### src/rtl/fsm_pkg.sv
// State encoding shared by the shift-out and deshift FSMs of the 03_fsm group.
// Latency: n/a (types only).
// Backpressure: n/a.
package fsm_pkg;

   // Common state encoding; PARITY is only reachable when parity framing is built in
   typedef enum logic [1:0] {
      IDLE   = 2'd0,
      SHIFT  = 2'd1,
      PARITY = 2'd2,
      DONE   = 2'd3
   } fsm_state_t;

endpackage

### src/rtl/fsm_deshift.sv
// Serial-to-parallel receiver: captures a start-framed MSB-first bit stream into a WIDTH-bit word.
// Latency: out/valid appear the cycle after the DONE edge (one edge after the last data/parity bit).
// Backpressure: none; sin_en=0 stalls capture indefinitely, start aborts and restarts a frame.
// Optional: define FSM_DESHIFT_PARITY_EN for a trailing even-parity bit and the parity_err port.
module fsm_deshift
   import fsm_pkg::*;
#(
   parameter int WIDTH = 4
) (
   input  logic             clk,
   input  logic             rst,
   input  logic             start,
   input  logic             sin,
   input  logic             sin_en,
   output logic [WIDTH-1:0] out,
   output logic             valid,
   output logic             busy
`ifdef FSM_DESHIFT_PARITY_EN
   ,
   output logic             parity_err
`endif
);

   localparam int            CW   = $clog2(WIDTH) + 1;
   localparam logic [CW-1:0] LAST = CW'(WIDTH - 1);

   fsm_state_t       state;
   logic [CW-1:0]    cnt;
   logic [WIDTH-1:0] shreg;
`ifdef FSM_DESHIFT_PARITY_EN
   logic             par_bit;
`endif

   // Frame FSM with shift register, bit counter and registered outputs
   always_ff @(posedge clk) begin
      if (!rst) begin
         state <= IDLE;
         cnt   <= '0;
         shreg <= '0;
         out   <= '0;
         valid <= 1'b0;
         busy  <= 1'b0;
`ifdef FSM_DESHIFT_PARITY_EN
         par_bit    <= 1'b0;
         parity_err <= 1'b0;
`endif
      end else begin
         // Strobes default low so they never last more than one cycle
         valid <= 1'b0;
`ifdef FSM_DESHIFT_PARITY_EN
         parity_err <= 1'b0;
`endif
         case (state)
            IDLE: begin
               if (start) begin
                  state <= SHIFT;
                  cnt   <= '0;
                  shreg <= '0;
                  busy  <= 1'b1;
               end
            end

            SHIFT: begin
               // start wins over a coincident qualified bit: that bit is discarded
               if (start) begin
                  cnt   <= '0;
                  shreg <= '0;
               end else if (sin_en) begin
                  shreg <= {shreg[WIDTH-2:0], sin};
                  cnt   <= cnt + 1'b1;
                  if (cnt == LAST) begin
`ifdef FSM_DESHIFT_PARITY_EN
                     state <= PARITY;
`else
                     state <= DONE;
`endif
                  end
               end
            end

`ifdef FSM_DESHIFT_PARITY_EN
            PARITY: begin
               if (start) begin
                  state <= SHIFT;
                  cnt   <= '0;
                  shreg <= '0;
               end else if (sin_en) begin
                  par_bit <= sin;
                  state   <= DONE;
               end
            end
`endif

            DONE: begin
               // Only place out is written, so partial frames never leak onto it
               out   <= shreg;
               valid <= 1'b1;
`ifdef FSM_DESHIFT_PARITY_EN
               parity_err <= (^shreg) != par_bit;
`endif
               if (start) begin
                  // Back-to-back frame: skip IDLE and keep busy asserted
                  state <= SHIFT;
                  cnt   <= '0;
                  shreg <= '0;
               end else begin
                  state <= IDLE;
                  busy  <= 1'b0;
               end
            end

            default: begin
               state <= IDLE;
               busy  <= 1'b0;
            end
         endcase
      end
   end

endmodule

### config.mk
export PLATFORM = sky130hd
export DESIGN_NAME = fsm_deshift
export DESIGN_NICKNAME = d
export VERILOG_FILES = /design/src/rtl/fsm_pkg.sv /design/src/rtl/fsm_deshift.sv
export SDC_FILE = /design/constraint.sdc
export NUM_CORES = 1
export LEC_CHECK = 0
export BUFFER_PORTS_ARGS = -buffer_cell sky130_fd_sc_hd__buf_4
export CORE_AREA = 2 2 39 41
export DETAILED_ROUTE_END_ITERATION = 12
export DIE_AREA = 0 0 41 43
export GPL_ROUTABILITY_DRIVEN = 0
export MAX_ROUTING_LAYER = met4
export PLACE_DENSITY = 0.75
export RECOVER_POWER = 100
export SLEW_MARGIN = 20
export SYNTH_ARGS = -nofsm -noshare
export SYNTH_HDL_FRONTEND = slang
export SYNTH_SLANG_ARGS = --single-unit
### constraint.sdc
create_clock -name clk -period 3.4 [get_ports clk]
set_clock_uncertainty 0.05 [all_clocks]
set_input_delay 0.34 -clock clk [delete_from_list [all_inputs] [get_ports clk]]
set_output_delay 0.34 -clock clk [all_outputs]
set_load 0.01 [all_outputs]
==> impl_metrics.ini <==
[status]
outcome = completed

[pwr]
power.leakage_nw = 0.334
power_uw = 473
powerDensity_nw_per_um2 = 611
vdd_ir_drop_max_mv = 0.424

[clocking]
clk_pin_slew_worst_paths_ns = 0.08
cts.sinks = 15
hold_buffers = 0
post_cts_resized = 0
h-tree-depth = 1
cts.path.max_buffers = 2
cts_root_buffer = clkbuf_4
cts_setup_buffers = 0
numCtsBuffers = 3
clock_latency_ns = 0.27
cts_tree = built

[setup_path]
path_cells = inv_1 -> ha_1 -> nor2b_1 -> a221oi_1 -> a22o_1
cp-end-kind = flip-flop
cp.required_ns = 3.56
cpLargestDelayFamily = compound AO/OA/AOI/OAI gates
slowest_stage = a221oi_1
slowest_delay_ns = 0.69
critPathBufInv = 1
worst-path-max-fanout = 7
crit_type = flip-flop to flip-flop
crit_arrival_ns = 2.21
r2r_cells = 5
cp_num_cells = 5
critPathLaunchType = flip-flop

[detailed_routing]
drt_iter0_drc = 8
vias = 505
antenna_left = 0
post_drt_wl_per_cell_um = 12.1
first_pass_iters = 4
drc = 0
vias_per_cell = 5.26
drt-total-wl_um = 1160

[global_route]
gr-total-overflow = 0
grt_max_degree = 10
antenna_found_initial = 0
grt_pass1_wl_um = 1980
grtUsageTotal = 0.171
grt_pass1_vias = 476

[floorplanning]
die_height_um = 43
core_area_um2 = 1380
rows = 14
die-area_um2 = 1760
start_util = 0.506
ios = 11
dieWidth_um = 41

[timing]
slew_headroom = 0.467
setup_violations = 0
max_freq_mhz = 488
fin_crit_sh = 0.603
hold_ws_ns = 0.229
slew_viol_final = 0
period_minus_slack_ns = 2.05
finalSetupTns_ns = 0
hold_viol_final = 0
finalWorstSetupSlack_ns = 1.35
rsz0062_at_grt = false
tightestPinTransition_ns = 0.800

[yosys]
seq_area_frac_synth = 0.429
synth_cell_types = 26
synth_area_um2 = 701
synth_top_cell_area_share = 0.429
syn_avg_cell_area_um2 = 10.2
yosysTopAreaCell = dfxtp_1
syn_nets = 81
synthesis.instances = 69
synthTopCellsByArea = dfxtp_1 43%, ha_1 13%, a22o_1 7.5%, mux2i_1 5.7%, inv_1 4.8%
ys_seq_elements = 15
yosysWarnings = 0

[hold_path]
hold_class = input port to flip-flop
whs_path_depth = 2

[final_layout]
final_nets = 93
area.growth.synth_to_final_pct = 10.4
utilization = 0.559
nFillCells = 142
drive_gt1_frac = 0.100
n_antenna_cell = 0

[placement]
dp_slack_ns = 1.63
port_buffers = 10
hpwl_um = 921

[flow_run]
max-cap-violations = 0
[cell usage in the layout (no fill, tap or decap), types with 3 or more instances in the layout]
master | synthesis | final
clkbuf_1 | 1 | 7
ha_1 | 7 | 7
mux2i_1 | 4 | 4
inv_1 | 9 | 9
nor2_1 | 5 | 5
a22o_1 | 6 | 6
dfxtp_1 | 15 | 15
clkbuf_4 | 0 | 3
buf_4 | 0 | 4
[flip-flops by register name, summed over array words and instances (netlist names)]
register / count
out: 4
cnt: 3
shreg: 4
valid: 1
busy: 1
state: 2
[power breakdown]
part	switching, mW	internal [mW]	total [mW]
combinational	0.0861	0.0716	0.158
clock	0.0484	0.0454	0.0938
sequential	0.0233	0.198	0.221
total	0.158	0.315	0.473
[synth_stat cells (all sizes together)]
cell type	number
nor3	1
mux2	1
o221ai	1
clkbuf	1
nor3b	1
a21oi	2
and3	1
o22ai	1
a221oi	1
a32o	1
a222oi	1
or3	1
nor2b	1
nor2	5
dfxtp	15
o221a	1
ha	7
and2	2
a22o	6
nand2b	2
inv	10
buf	2
mux2i	4
o21ai	1
[worst paths after layout]
path             from  endpoint  slack, ns
min               sin  shreg[0]       0.23
max reg2reg  state[1]    cnt[2]       1.35
max          state[1]    cnt[2]       1.35
min reg2reg      busy      busy       0.43
[layout make-up]
cell class | count | area (um2) | area share
repair buffers | 10 | 52.6 | 0.0680
well taps | 16 | 20.0 | 0.0259
multi-input cells | 41 | 337 | 0.435
inverters | 10 | 37.5 | 0.0485
flip-flops and latches | 15 | 300 | 0.388
clock buffers | 4 | 26.3 | 0.0340
[per-stage QoR]
step           instance area [um2]  std cells
2_1_floorplan                  701         69
3_3_place_gp                   776         92
3_5_place_dp                   776         92
4_1_cts                        802         96
5_1_grt                        773         96
6_report                       773         96
[logic make-up (layout without fill, tap and decap cells)]
kind of cell | Yosys count | in the layout | share of synthesized area
multiplexers | 5 | 5 | 0.0732
AO/OA/AOI/OAI | 15 | 15 | 0.184
AND/OR/NAND/NOR | 14 | 14 | 0.107
adder cells (fa/ha/maj) | 7 | 7 | 0.125
buffers and inverters | 13 | 24 | 0.0821
flip-flops | 15 | 15 | 0.429
[worst reg2reg max path: stages, from the launching register on]
cell and delay [ns]:
dfxtp_1 0.45, inv_1 0.11, ha_1 0.29, nor2b_1 0.13, a221oi_1 0.69, a22o_1 0.26
[metal layers]
layer / global-route usage / vias to the layer above / part of all wire
met5: - / - / 0
met4: 0.0400 / 0 / 0.0060
met3: 0.0785 / 2 / 0.042
met2: 0.259 / 7 / 0.49
met1: 0.201 / 228 / 0.46
li1: - / 268 / -
(Power assumes the default switching activity.)
